<file path="config.mk">
export PLATFORM = sky130hd
export DESIGN_NAME = io_test_sequencer
export DESIGN_NICKNAME = d
export VERILOG_FILES = /design/src/rtl/io_test_sequencer.sv
export SDC_FILE = /design/constraint.sdc
export NUM_CORES = 1
export LEC_CHECK = 0
export BUFFER_PORTS_ARGS = -buffer_cell sky130_fd_sc_hd__buf_2
export CORE_UTILIZATION = 45
export CTS_CLUSTER_SIZE = 16
export DETAILED_ROUTE_END_ITERATION = 12
export GPL_ROUTABILITY_DRIVEN = 1
export PLACE_DENSITY = 0.7
export SLEW_MARGIN = 25
export SYNTH_ARGS = -nofsm -noshare
export SYNTH_HDL_FRONTEND = slang
export SYNTH_SLANG_ARGS = --single-unit
</file>
<file path="constraint.sdc">
create_clock -name clk_250mhz -period 10.1 [get_ports clk_250mhz]
set_input_delay 2.02 -clock clk_250mhz [delete_from_list [all_inputs] [get_ports clk_250mhz]]
set_output_delay 2.02 -clock clk_250mhz [all_outputs]
set_load 0.005 [all_outputs]
</file>
<file path="src/rtl/io_test_sequencer.sv">
// io_test_sequencer: run controller for the io_test trigger-level measurement block.
// It pulses meas_start, waits for the synchronised AFG return trigger, lets the
// counters settle, then accumulates the four io_test timestamps over N runs.
// Optional feature macro: IO_TEST_SEQ_MINMAX_EN (min/max tracking of counts_ch1_high).
module io_test_sequencer #(
    parameter int unsigned RUNS_W        = 16,
    parameter int unsigned SUM_W         = 48,
    parameter int unsigned START_HOLD    = 4,
    parameter int unsigned SETTLE_CYCLES = 250
) (
    input  logic              clk_250mhz,
    input  logic              rst,
    input  logic              cfg_start,
    input  logic              cfg_abort,
    input  logic [RUNS_W-1:0] cfg_num_runs,
    input  logic [31:0]       cfg_timeout,
    input  logic [7:0]        cfg_high_delay,
    input  logic              trigger_in_afg,
    input  logic [31:0]       counts_ch1_high,
    input  logic [31:0]       counts_ch1_low,
    input  logic [31:0]       counts_ch2_high,
    input  logic [31:0]       counts_ch2_low,
    output logic              meas_start,
    output logic [7:0]        meas_high_delay,
    output logic              busy,
    output logic              done,
    output logic              timed_out,
    output logic              aborted,
    output logic [RUNS_W-1:0] runs_done,
    output logic [SUM_W-1:0]  sum_ch1_high,
    output logic [SUM_W-1:0]  sum_ch1_low,
    output logic [SUM_W-1:0]  sum_ch2_high,
    output logic [SUM_W-1:0]  sum_ch2_low,
    output logic [RUNS_W-1:0] miss_ch1,
    output logic [RUNS_W-1:0] miss_ch2,
    output logic [31:0]       min_ch1_high,
    output logic [31:0]       max_ch1_high
);

    localparam int unsigned TS_W  = 32;
    localparam int unsigned SUM_X = SUM_W + 1;
    localparam int unsigned PH_W  = $clog2(SETTLE_CYCLES + START_HOLD) + 1;

    typedef enum logic [2:0] {
        S_IDLE,
        S_ARM,
        S_WAIT,
        S_SETTLE,
        S_CAPTURE,
        S_DONE
    } state_t;

    state_t            state_q, state_d;
    logic [PH_W-1:0]   ph_cnt_q, ph_cnt_d;
    logic [TS_W-1:0]   tmo_cnt_q, tmo_cnt_d;
    logic              start_q;
    logic [2:0]        afg_sync_q;

    logic              start_rise;
    logic              afg_rise;
    logic              run_busy;

    logic              meas_start_d, busy_d, done_d, timed_out_d, aborted_d;
    logic [7:0]        high_delay_d;
    logic [RUNS_W-1:0] runs_d, miss1_d, miss2_d;
    logic [SUM_W-1:0]  s1h_d, s1l_d, s2h_d, s2l_d;
`ifdef IO_TEST_SEQ_MINMAX_EN
    logic [TS_W-1:0]   min_d, max_d;
`endif

    // Saturating accumulate of a zero-extended timestamp
    function automatic logic [SUM_W-1:0] sat_add(input logic [SUM_W-1:0] a,
                                                 input logic [TS_W-1:0]  b);
        logic [SUM_W:0] t;
        t = {1'b0, a} + SUM_X'(b);
        return t[SUM_W] ? '1 : t[SUM_W-1:0];
    endfunction

    assign start_rise = cfg_start & ~start_q;
    assign afg_rise   = afg_sync_q[1] & ~afg_sync_q[2];
    assign run_busy   = (state_q == S_ARM) || (state_q == S_WAIT) ||
                        (state_q == S_SETTLE) || (state_q == S_CAPTURE);

    // Next-state and next-output computation
    always_comb begin
        state_d      = state_q;
        ph_cnt_d     = ph_cnt_q;
        tmo_cnt_d    = tmo_cnt_q;
        high_delay_d = meas_high_delay;
        timed_out_d  = timed_out;
        aborted_d    = aborted;
        runs_d       = runs_done;
        miss1_d      = miss_ch1;
        miss2_d      = miss_ch2;
        s1h_d        = sum_ch1_high;
        s1l_d        = sum_ch1_low;
        s2h_d        = sum_ch2_high;
        s2l_d        = sum_ch2_low;
`ifdef IO_TEST_SEQ_MINMAX_EN
        min_d        = min_ch1_high;
        max_d        = max_ch1_high;
`endif

        if (run_busy && cfg_abort) begin
            aborted_d = 1'b1;
            state_d   = S_DONE;
        end else begin
            unique case (state_q)
                S_IDLE, S_DONE: begin
                    if (start_rise) begin
                        high_delay_d = cfg_high_delay;
                        timed_out_d  = 1'b0;
                        aborted_d    = 1'b0;
                        runs_d       = '0;
                        miss1_d      = '0;
                        miss2_d      = '0;
                        s1h_d        = '0;
                        s1l_d        = '0;
                        s2h_d        = '0;
                        s2l_d        = '0;
`ifdef IO_TEST_SEQ_MINMAX_EN
                        min_d        = '1;
                        max_d        = '0;
`endif
                        ph_cnt_d     = '0;
                        tmo_cnt_d    = '0;
                        state_d      = (cfg_num_runs == '0) ? S_DONE : S_ARM;
                    end
                end
                S_ARM: begin
                    tmo_cnt_d = '0;
                    if (ph_cnt_q == PH_W'(START_HOLD - 1)) begin
                        ph_cnt_d = '0;
                        state_d  = S_WAIT;
                    end else begin
                        ph_cnt_d = ph_cnt_q + PH_W'(1);
                    end
                end
                S_WAIT: begin
                    if (afg_rise) begin
                        ph_cnt_d = '0;
                        state_d  = S_SETTLE;
                    end else if ((cfg_timeout != '0) && (tmo_cnt_q == cfg_timeout)) begin
                        timed_out_d = 1'b1;
                        state_d     = S_DONE;
                    end else begin
                        tmo_cnt_d = tmo_cnt_q + TS_W'(1);
                    end
                end
                S_SETTLE: begin
                    if (ph_cnt_q == PH_W'(SETTLE_CYCLES - 1)) begin
                        ph_cnt_d = '0;
                        state_d  = S_CAPTURE;
                    end else begin
                        ph_cnt_d = ph_cnt_q + PH_W'(1);
                    end
                end
                S_CAPTURE: begin
                    s1h_d = sat_add(sum_ch1_high, counts_ch1_high);
                    s1l_d = sat_add(sum_ch1_low,  counts_ch1_low);
                    s2h_d = sat_add(sum_ch2_high, counts_ch2_high);
                    s2l_d = sat_add(sum_ch2_low,  counts_ch2_low);
                    if ((counts_ch1_high == TS_W'(1)) || (counts_ch1_low == TS_W'(1)))
                        miss1_d = miss_ch1 + RUNS_W'(1);
                    if ((counts_ch2_high == TS_W'(1)) || (counts_ch2_low == TS_W'(1)))
                        miss2_d = miss_ch2 + RUNS_W'(1);
`ifdef IO_TEST_SEQ_MINMAX_EN
                    if (counts_ch1_high != TS_W'(1)) begin
                        if (counts_ch1_high < min_ch1_high) min_d = counts_ch1_high;
                        if (counts_ch1_high > max_ch1_high) max_d = counts_ch1_high;
                    end
`endif
                    runs_d   = runs_done + RUNS_W'(1);
                    ph_cnt_d = '0;
                    state_d  = ((runs_done + RUNS_W'(1)) == cfg_num_runs) ? S_DONE : S_ARM;
                end
                default: state_d = S_IDLE;
            endcase
        end

        meas_start_d = (state_d == S_ARM);
        busy_d       = (state_d == S_ARM) || (state_d == S_WAIT) ||
                       (state_d == S_SETTLE) || (state_d == S_CAPTURE);
        done_d       = (state_d == S_DONE);
    end

    // State, synchronisers and registered outputs
    always_ff @(posedge clk_250mhz or posedge rst) begin
        if (rst) begin
            state_q         <= S_IDLE;
            ph_cnt_q        <= '0;
            tmo_cnt_q       <= '0;
            start_q         <= 1'b0;
            afg_sync_q      <= '0;
            meas_start      <= 1'b0;
            meas_high_delay <= '0;
            busy            <= 1'b0;
            done            <= 1'b0;
            timed_out       <= 1'b0;
            aborted         <= 1'b0;
            runs_done       <= '0;
            miss_ch1        <= '0;
            miss_ch2        <= '0;
            sum_ch1_high    <= '0;
            sum_ch1_low     <= '0;
            sum_ch2_high    <= '0;
            sum_ch2_low     <= '0;
        end else begin
            state_q         <= state_d;
            ph_cnt_q        <= ph_cnt_d;
            tmo_cnt_q       <= tmo_cnt_d;
            start_q         <= cfg_start;
            afg_sync_q      <= {afg_sync_q[1:0], trigger_in_afg};
            meas_start      <= meas_start_d;
            meas_high_delay <= high_delay_d;
            busy            <= busy_d;
            done            <= done_d;
            timed_out       <= timed_out_d;
            aborted         <= aborted_d;
            runs_done       <= runs_d;
            miss_ch1        <= miss1_d;
            miss_ch2        <= miss2_d;
            sum_ch1_high    <= s1h_d;
            sum_ch1_low     <= s1l_d;
            sum_ch2_high    <= s2h_d;
            sum_ch2_low     <= s2l_d;
        end
    end

`ifdef IO_TEST_SEQ_MINMAX_EN
    // Min/max of valid ch1 high timestamps across the sequence
    always_ff @(posedge clk_250mhz or posedge rst) begin
        if (rst) begin
            min_ch1_high <= '0;
            max_ch1_high <= '0;
        end else begin
            min_ch1_high <= min_d;
            max_ch1_high <= max_d;
        end
    end
`else
    assign min_ch1_high = '0;
    assign max_ch1_high = '0;
`endif

endmodule

</file>
# == Yosys cells after proc, flatten, opt, wreduce, memory -nomap -nowiden ==
# Cells that the tools add are included.
# totals
elab_cells,124
reg_bits,301
# classes
muxes,39
addsub,9
eq_ne,25
n_bitwise,5
n_reduce_logical,28
# op_table
cell,n
case mux 48 bit (2 select lines),4
2-to-1 mux 48 bit,5
adder 48 x 32 -> 49 bit,4
"== test 32 x 1 -> 1 bit, second input constant",4
2-to-1 mux 32 bit,3
case mux 16 bit (2 select lines),3
case mux 32 bit (3 select lines),1
"adder 16 x 1 -> 16 bit, second input constant",3
2-to-1 mux 16 bit,3
case mux 9 bit (5 select lines),1
2-to-1 mux 9 bit,4
"adder 32 x 1 -> 32 bit, second input constant",1
== test 32 bit,1
nonzero test 32 bit,1
2-to-1 mux 3 bit,8
== test 16 bit,1
logical NOT 16 bit,1
case mux 3 bit (5 select lines),1
"== test 3 x 2 -> 1 bit, second input constant",4
"== test 3 bit, second input constant",4
AND reduction 4 bit,3
AND reduction 5 bit,2
"adder 9 x 1 -> 9 bit, second input constant",1
"== test 9 x 2 -> 1 bit, second input constant",1
other kinds (17),42

# == Depth between registers and ports, before layout ==
# Gate-level depths: netlist of the first run.
# logic_depth
depth_word,10
depth_mapped,14
ltp_nobuf,12

# == Worst setup path before layout of the first run ==
# No wires, ideal clock.
# synth_timing
path_type,input port to flip-flop
from,input port counts_ch1_low[0]
to,register sum_ch1_low[29]
setup_slack_ns,5.408
t_arrival_ns,4.598
setup_time_ns,0.094
path_stages,14
n_path_buf,2
path_cell_list,ha_1 -> inv_1 -> fa_1 -> nand2b_1 -> a21oi_1 -> o41ai_2 -> o31a_1 -> o21ai_1 -> a41o_1 -> a22o_1 -> buf_2 -> buf_2 -> o22ai_1 -> a211oi_1
# synth_between
elab_chain_len,3
# synth_lines
item,line,rtl
"start, declared",20,"input logic [31:0] counts_ch1_low,"
adder 48 x 32 -> 49 bit,75,"t = {1'b0, a} + SUM_X'(b);"
2-to-1 mux 48 bit,76,return t[SUM_W] ? '1 : t[SUM_W-1:0];
case mux 48 bit (2 select lines),108,unique case (state_q)
"end signal, assigned",224,sum_ch1_low <= s1l_d;
"end, declared",31,"output logic [SUM_W-1:0] sum_ch1_low,"
# No other way between the ends.
# A chain may end at the register's enable or synchronous reset.

# == Worst setup path in the final report of the first run ==
# layout_timing
from,input port counts_ch2_low[0]
to,register sum_ch2_low[9]
# layout_between
elab_chain_len,3
# layout_lines
item,line,rtl
"start, declared",22,"input logic [31:0] counts_ch2_low,"
adder 48 x 32 -> 49 bit,75,
2-to-1 mux 48 bit,76,
case mux 48 bit (2 select lines),108,
"end signal, assigned",226,sum_ch2_low <= s2l_d;
"end, declared",33,"output logic [SUM_W-1:0] sum_ch2_low,"
# No other way between the ends.

==> metrics.log, run 1 <==
INFO  metric run_status = complete, no violations
INFO  metric cts-htree-levels = 2
INFO  metric p_leak = between 10 and 15 nW
INFO  metric initial_antenna_violation_count = 5
INFO  metric postSynth.topFlopCell = sky130_fd_sc_hd__dfrtp_1
INFO  metric post-route-cell-area = around 0.026 mm^2
INFO  metric synth_top_cell_area_share = between 30% and 40%
INFO  metric gpl.final_weighted_congestion = approximately 0.95
INFO  metric worst_setup_path_end_kind = register
INFO  metric worst-r2r-cell-count = 13
INFO  metric avgViaCountPerCell = 5.83
INFO  metric worst_ep_arrival = ~5.5 ns
INFO  metric ir_worst_vdd = about 0.00013 V
INFO  metric post-route-period-util = 50.1%
INFO  metric finalWorstPathRequiredPeriod = 5.06 ns
INFO  metric num_io_pins = 506
INFO  metric wl_per_cell = about 19 um
INFO  metric synth_top_area_cell = sky130_fd_sc_hd__dfrtp_1
INFO  metric synthToLayoutAreaGrowth = 18.1%
INFO  metric path_clk_slew = approximately 0.060 ns
INFO  metric post-synth-top-count-cell = sky130_fd_sc_hd__nand2_1
INFO  metric worst_slew_pin_slew = between 1 and 1.5 ns
INFO  metric die_height = between 200 and 250 um
INFO  metric synth_common_cells = sky130_fd_sc_hd__nand2_1, sky130_fd_sc_hd__dfrtp_1, sky130_fd_sc_hd__o21ai_0
INFO  metric yosys_warnings = 0
INFO  metric r2r-end = sum_ch2_low[9]$_DFFE_PP0P_
INFO  metric die_x = between 200 and 250 um
INFO  metric full_die_area = approximately 0.049 mm^2
INFO  metric drt_iter0_drc = approximately 1.5k
INFO  metric cts_setup_buffers = 0
INFO  metric cts_tree = yes
INFO  metric n_fill_cell = 4,476
INFO  metric fin_setup_tns = 0 ns
INFO  metric dpl_cell_area = 0.0243 mm^2
INFO  metric drt_first_pass_iters = 5
INFO  metric num_rows = 80
INFO  metric slew_viol_final = 0
INFO  metric port_buffers = ~440
INFO  metric synth_seq_cells = ~300
INFO  metric grt_pass1_wl = ~110 mm
INFO  metric slew_headroom = about a third
INFO  metric finalSetupViolations = 0
INFO  metric groute.usage.overall = between 20% and 30%
INFO  metric cts_root_buf = sky130_fd_sc_hd__clkbuf_16
INFO  metric dp.final_hpwl = between 50 and 60 mm
INFO  metric vias = 21.3k
INFO  metric p_per_area = 222 mW/mm^2
INFO  metric ff2ff_setup_slack = ~6.2 ns
INFO  metric overflow = 0
INFO  metric drive_above_1_share = approximately a fifth
INFO  metric routed_wl = about 70 mm
INFO  metric clock_tree.buffer_depth = 3
INFO  metric max_freq = ~200 MHz
INFO  metric netlist-cell-type-count = 83
INFO  metric numCtsBuffers = 39
INFO  metric max_cap_viol_count = 0
INFO  metric grt_setup_unrepaired = false
INFO  metric clock_sink_count = between 300 and 400
INFO  metric drc = 0
INFO  metric worst-path-max-fanout = 16
INFO  metric syn_avg_cell_area = 8.36 um^2
INFO  metric detail-route-antenna-nets = 0
INFO  metric sequential_fraction_of_the_synthesis_area = 34.6%
INFO  metric crit_path_end = sum_ch2_low[9]$_DFFE_PP0P_
INFO  metric critical_path.reg2reg.startpoint = sum_ch2_low[0]$_DFFE_PP0P_
INFO  metric worst_hold_path_type = reg2reg
INFO  metric gate_count_of_the_mapped_netlist = approximately 2.6k
INFO  metric worst-endpoint-required = around 11 ns
INFO  metric worst-setup-path-type = in2reg
INFO  metric initial_core_util = 45.6%
INFO  metric cp-startpoint = counts_ch2_low[0]
INFO  metric first_global_vias = slightly above 20k
INFO  metric clk-insertion-delay-late = approximately 0.57 ns
INFO  metric fin_worst_skew = ~0.03 ns
INFO  metric timing_hold_violations_final = 0
INFO  metric post_cts_hold_buffer_count = 0
INFO  metric asyncSetResetFlopFracSynth = 100%
INFO  metric post_cts_resized = 0
INFO  metric core_region_area = approximately 0.048 mm^2
INFO  metric edff_count_synth = 0
INFO  metric syn_area = 0.0218 mm^2
INFO  metric grt_max_degree = 171
INFO  metric design.final.nets = around 3.3k
INFO  metric top_post_synthesis_cells_by_area = sky130_fd_sc_hd__dfrtp_1, sky130_fd_sc_hd__ha_1, sky130_fd_sc_hd__o21ai_0
INFO  metric cp-start-kind = primary input
-- per-layer routing --
metal	share of wire (%)	GRT usage, %	vias to the layer above	wire length (um)
met4	4.3	13.1	0	3010
li1	-	-	10200	-
met1	42	35.8	10200	29700
met3	6.9	5.34	148	4830
met5	0	0	-	0
met2	47	45.7	784	32800
-- through the flow --
| stage | util [%] | instances | power [mW] | hold WS, ns | setup WS, ns |
|---|---|---|---|---|---|
| floorplan | - | 2669 | 3.41 | 0.331 | 4.08 |
| global placement | 50.9 | 3578 | 4.16 | 0.334 | 4.34 |
| detailed placement | 50.9 | 3578 | 4.21 | 0.335 | 4.17 |
| CTS | 53.8 | 3650 | 5.73 | 0.364 | 4.78 |
| global route | 53.9 | 3655 | 6.11 | 0.385 | 4.75 |
| finish | 53.9 | 3655 | 5.72 | 0.363 | 5.04 |
-- worst min-delay path by stage --
stage	cells after the start	to	start	slack, ns
finish	0	afg_sync_q[1]$_DFF_PP0_	afg_sync_q[0]$_DFF_PP0_	0.36
global route	0	afg_sync_q[1]$_DFF_PP0_	afg_sync_q[0]$_DFF_PP0_	0.39
CTS	0	afg_sync_q[1]$_DFF_PP0_	afg_sync_q[0]$_DFF_PP0_	0.36
detailed placement	0	afg_sync_q[1]$_DFF_PP0_	afg_sync_q[0]$_DFF_PP0_	0.33
global placement	0	afg_sync_q[1]$_DFF_PP0_	afg_sync_q[0]$_DFF_PP0_	0.33
floorplan	0	afg_sync_q[1]$_DFF_PP0_	afg_sync_q[0]$_DFF_PP0_	0.33
-- sequential cells by signal, summed over array words and instances (netlist names) --
name and flops:
sum_ch1_high 48, sum_ch1_low 48, sum_ch2_high 48, sum_ch2_low 48, tmo_cnt_q 32, miss_ch1 16
miss_ch2 16, runs_done 16, ph_cnt_q 9, meas_high_delay 8, afg_sync_q 3, state_q 3
aborted 1, busy 1, done 1, meas_start 1, start_q 1, timed_out 1
-- cell type report --
| type | instances | area (um^2) | share of cell area (%) |
|---|---|---|---|
| multi-input combinational | 2153 | 13500 | 52.3 |
| sequential | 301 | 7530 | 29.3 |
| timing repair buffer | 458 | 2370 | 9.23 |
| clock buffer | 61 | 1200 | 4.67 |
| tap | 615 | 769 | 2.99 |
| inverter | 52 | 199 | 0.773 |
| clock inverter | 11 | 173 | 0.671 |
| antenna | 4 | 10.0 | 0.0389 |
-- critical path, stage by stage --
cell and delay, ns:
sky130_fd_sc_hd__buf_2 0.09, sky130_fd_sc_hd__ha_1 0.17, sky130_fd_sc_hd__inv_1 0.06, sky130_fd_sc_hd__fa_1 0.38, sky130_fd_sc_hd__nand2b_1 0.20, sky130_fd_sc_hd__a21oi_1 0.26, sky130_fd_sc_hd__o2111a_1 0.39, sky130_fd_sc_hd__o31ai_4 0.14
sky130_fd_sc_hd__o31ai_2 0.43, sky130_fd_sc_hd__o211ai_2 0.18, sky130_fd_sc_hd__a21oi_2 0.55, sky130_fd_sc_hd__buf_4 0.33, sky130_fd_sc_hd__o21ai_0 0.13, sky130_fd_sc_hd__o21ai_0 0.20
-- cell usage in the layout (no fill, tap or decap), drive strengths merged, types with 53 or more instances in the layout --
cell type / n
nand2: 343
buf: 458
nor2: 175
xnor2: 115
nor4: 57
dfrtp: 301
ha: 134
and3: 53
clkbuf: 61
a21oi: 190
nor3: 60
conb: 64
xor2: 105
nand3: 63
o21ai: 292
a21o: 68
-- report_power, final --
part           internal (mW)  switching (mW)  leakage [nW]  total [mW]
registers               1.44           0.246          4.12        1.68
clock network          0.920           0.569         0.674        1.49
logic                  0.995            1.56          8.12        2.55
total                   3.35            2.37          12.9        5.72
-- logic make-up (layout without fill, tap and decap cells) --
kind of cell,Yosys count,in the layout,synth area share (%)
buffers and inverters,215,582,4.93
xor gates and xnor gates,220,220,8.85
muxes,2,2,0.0977
adders and majority gates,138,138,8.07
AOI/OAI and AO/OA,794,794,22.7
DFF,301,301,34.6
other,1,68,0.0172
and+or+nand+nor,935,935,20.8
No activity file was read; power rests on OpenSTA's default activity.
==> run 2, diff against run 1 <==
ABC_AREA = 1   (was not set)
PLACE_DENSITY = 0.68   (was 0.7)
clock period = 4.46 ns   (was 10.1 ns; I/O delays follow)
==> metrics.log, run 2 <==
INFO  metric ir_worst_vdd = between 0.0004 and 0.0005 V
INFO  metric worst_slew_pin_slew = between 1 and 1.5 ns
INFO  metric dp.final_hpwl = 80.1 mm
INFO  metric drt_first_pass_iters = 7
INFO  metric finalWorstPathRequiredPeriod = ~3.1 ns
INFO  metric p_leak = ~16 nW
INFO  metric cts_setup_buffers = 0
INFO  metric synth_top_cell_area_share = 27.6%
INFO  metric avgViaCountPerCell = ~5.4
INFO  metric clock_tree.buffer_depth = 3
INFO  metric grtUsageMet1 = 42.2%
INFO  metric grtUsageMet3 = under 10%
INFO  metric critical-path-slowest-cell = sky130_fd_sc_hd__fa_1
INFO  metric top_post_synthesis_cells_by_area = sky130_fd_sc_hd__dfrtp_1, sky130_fd_sc_hd__nand2_1, sky130_fd_sc_hd__nor2_1
INFO  metric clk-insertion-delay-late = between 0.5 and 0.6 ns
INFO  metric edff_count_synth = 0
INFO  metric crit_path_end = sum_ch1_high[39]$_DFFE_PP0P_
INFO  metric yosys_warnings = 0
INFO  metric worst_hold_path_type = reg2reg
INFO  metric numCtsBuffers = 39
INFO  metric max_cap_viol_count = 0
INFO  metric postSynth.topFlopCell = sky130_fd_sc_hd__dfrtp_1
INFO  metric gr-usage-met2 = 52.4%
INFO  metric clkPwrFrac = roughly a quarter
INFO  metric post-route-cell-area = ~0.031 mm^2
INFO  metric seqPwrFrac = between 20% and 30%
INFO  metric synth_top_area_cell = sky130_fd_sc_hd__dfrtp_1
INFO  metric sequential_fraction_of_the_synthesis_area = between 20 and 30%
INFO  metric r2r-end = sum_ch1_high[39]$_DFFE_PP0P_
INFO  metric p_per_area = about 450 mW/mm^2
INFO  metric global_route.peak_usage_layer = met2
INFO  metric worst-endpoint-required = 4.95 ns
INFO  metric cp-start-kind = primary input
INFO  metric finalCoreUtilization = between 50% and 60%
INFO  metric fin_setup_tns = 0 ns
INFO  metric worst_path_dominant_cell_family = simple AND/OR/NAND/NOR gates
INFO  metric power.share.switching = between 40% and 50%
INFO  metric first_global_vias = 27.6k
INFO  metric worst-path-max-fanout = 26
INFO  metric gate_count_of_the_mapped_netlist = between 4k and 5k
INFO  metric routed_wl = about 100 mm
INFO  metric number_of_gates_on_the_worst_path_with_buffers_counted = 17
INFO  metric num_io_pins = 506
INFO  metric cts-htree-levels = 2
INFO  metric detail-route-antenna-nets = 0
INFO  metric num_rows = 89
INFO  metric port_buffers = ~440
INFO  metric overflow = 0
INFO  metric grt_setup_unrepaired = false
INFO  metric worst-r2r-cell-count = 16
INFO  metric critical_path.cell_chain = buf_2 > ha_1 > inv_1 > fa_1 > inv_1 > nand3_1 > nand2_1 > nand3_1 > nand2_1 > nand2_1 > nand2_1 > nand3_1 > nand2_2 > inv_2 > nand3_1 > nand2_1 > o21ai_0
INFO  metric wl_per_cell = 18.1 um
INFO  metric longest_individual_stage_delay_on_the_worst_path = around 0.40 ns
INFO  metric switchingPower = ~6.6 mW
INFO  metric clock_sink_count = 301
INFO  metric dpl_cell_area = between 0.02 and 0.03 mm^2
INFO  metric worst_ep_arrival = about 3.6 ns
INFO  metric asyncSetResetFlopFracSynth = between 90% and 100%
INFO  metric post-route-period-util = between 70 and 80%
INFO  metric drive_above_1_share = about an eighth
INFO  metric max_freq = approximately 320 MHz
INFO  metric initial_antenna_violation_count = 6
INFO  metric critical_path.most_common_cell = sky130_fd_sc_hd__nand2_1
INFO  metric register_area = 0.00753 mm^2
INFO  metric cts_tree = yes
INFO  metric slew_headroom = 21.8%
INFO  metric grt_pass1_wl = 154 mm
INFO  metric final.hold.worst_slack = between 0.3 and 0.4 ns
INFO  metric post_cts_resized = 0
INFO  metric initial_core_util = between 40% and 50%
INFO  metric core_region_area = 0.0595 mm^2
INFO  metric drc = 0
INFO  metric most-common-layout-cells = sky130_fd_sc_hd__nand2_1, sky130_fd_sc_hd__nor2_1, sky130_fd_sc_hd__inv_1
INFO  metric worst-setup-path-type = in2reg
INFO  metric synth_common_cells = sky130_fd_sc_hd__nand2_1, sky130_fd_sc_hd__nor2_1, sky130_fd_sc_hd__inv_1
INFO  metric worst_setup_path_end_kind = register
INFO  metric netlist-cell-type-count = 56
INFO  metric design.final.nets = about 5.0k
INFO  metric path_clk_slew = around 0.06 ns
INFO  metric fin_worst_skew = 0.0252 ns
INFO  metric die_x = between 200 and 250 um
INFO  metric synthToLayoutAreaGrowth = 14.9%
INFO  metric synth_seq_cells = roughly 300
INFO  metric critical_path.reg2reg.startpoint = sum_ch1_high[0]$_DFFE_PP0P_
INFO  metric n_fill_cell = approximately 6.3k
INFO  metric groute.usage.overall = a little under a third
INFO  metric gpl.final_weighted_congestion = between 0.9 and 1
INFO  metric layout_commonest_cell = sky130_fd_sc_hd__nand2_1
INFO  metric share_comb_of_total_power = 49.6%
INFO  metric p_int = between 7 and 8 mW
INFO  metric ff2ff_setup_slack = approximately 1.4 ns
INFO  metric syn_area = between 0.02 and 0.03 mm^2
INFO  metric cp-startpoint = counts_ch1_high[0]
INFO  metric full_die_area = roughly 0.062 mm^2
INFO  metric timing_hold_violations_final = 0
INFO  metric multi_input_area = 0.0173 mm^2
INFO  metric slew_viol_final = 0
INFO  metric grt_max_degree = 190
INFO  metric holdCritStartpoint = afg_sync_q[0]$_DFF_PP0_
INFO  metric run_status = complete, no violations
INFO  metric die_height = roughly 250 um
INFO  metric vias = a little under 30k
INFO  metric post-synth-top-count-cell = sky130_fd_sc_hd__nand2_1
INFO  metric post_cts_hold_buffer_count = 0
INFO  metric crit_buf_inv = 4
INFO  metric drt_iter0_drc = approximately 2.0k
INFO  metric cts_root_buf = sky130_fd_sc_hd__clkbuf_16
INFO  metric syn_avg_cell_area = approximately 6.3 um^2
INFO  metric finalSetupViolations = 0
==> run 2: cell types whose count changed in the layout (fill, tap and decap cells not counted), sizes merged, moves of 56 or more <==
| cell | change |
|---|---|
| a21o | -56 |
| inv | +421 |
| nand2 | +1017 |
| nand3 | +244 |
| nand4 | +75 |
| nor2 | +302 |
| xnor2 | -67 |
==> run 2: layout make-up <==
type,instances,share of cell area [%]
clock buffers,52,3.49
diodes,6,0.0479
inverters,472,5.69
multi-input cells,3446,55.1
well taps,773,3.09
flip-flops and latches,301,24.0
repair buffers,458,7.73
clock inverters,20,0.783
==> run 2: cells by family after synthesis <==
family / share of synthesized area (%)
buffers and inverters: 9.95
flip-flops: 27.6
other: 0.0137
AND/OR/NAND/NOR: 37.7
adder cells (fa/ha/maj): 6.44
AO/OA/AOI/OAI: 12.7
XOR/XNOR: 5.59
==> run 2: metrics by stage <==
step,std cells,setup slack (ns),power (mW)
3_3_place_gp,5450,0.856,10.8
2_1_floorplan,4372,-0.433,8.47
6_report,5528,1.34,14.2
3_5_place_dp,5450,0.814,10.8
5_1_grt,5522,1.12,15.3
4_1_cts,5522,1.42,14.2
==> run 2: worst min-delay path by stage <==
| stage | slack [ns] | depth (start not counted) | to |
|---|---|---|---|
| after floorplan | 0.33 | 0 | afg_sync_q[1]$_DFF_PP0_ |
| after global routing | 0.36 | 0 | afg_sync_q[1]$_DFF_PP0_ |
| after global placement | 0.33 | 0 | afg_sync_q[1]$_DFF_PP0_ |
| after detailed placement | 0.33 | 0 | afg_sync_q[1]$_DFF_PP0_ |
| after CTS | 0.35 | 0 | afg_sync_q[1]$_DFF_PP0_ |
| final | 0.35 | 0 | afg_sync_q[1]$_DFF_PP0_ |
==> run 2: per-layer routing <==
metal  share of wire (%)  wire length, um
met3                 6.6             6620
met4                 3.4             3420
met2                  46            46400
met5               0.017               17
met1                  44            43700
==> run 2: power groups by stage <==
stage | Clock, mW | Sequential, mW | Combinational, mW
floorplan | 0 | 3.74 | 4.73
global placement | 0 | 3.82 | 6.94
detailed placement | 0 | 3.83 | 6.95
CTS | 3.43 | 3.79 | 6.99
global route | 3.54 | 3.86 | 7.86
finish | 3.38 | 3.79 | 7.07
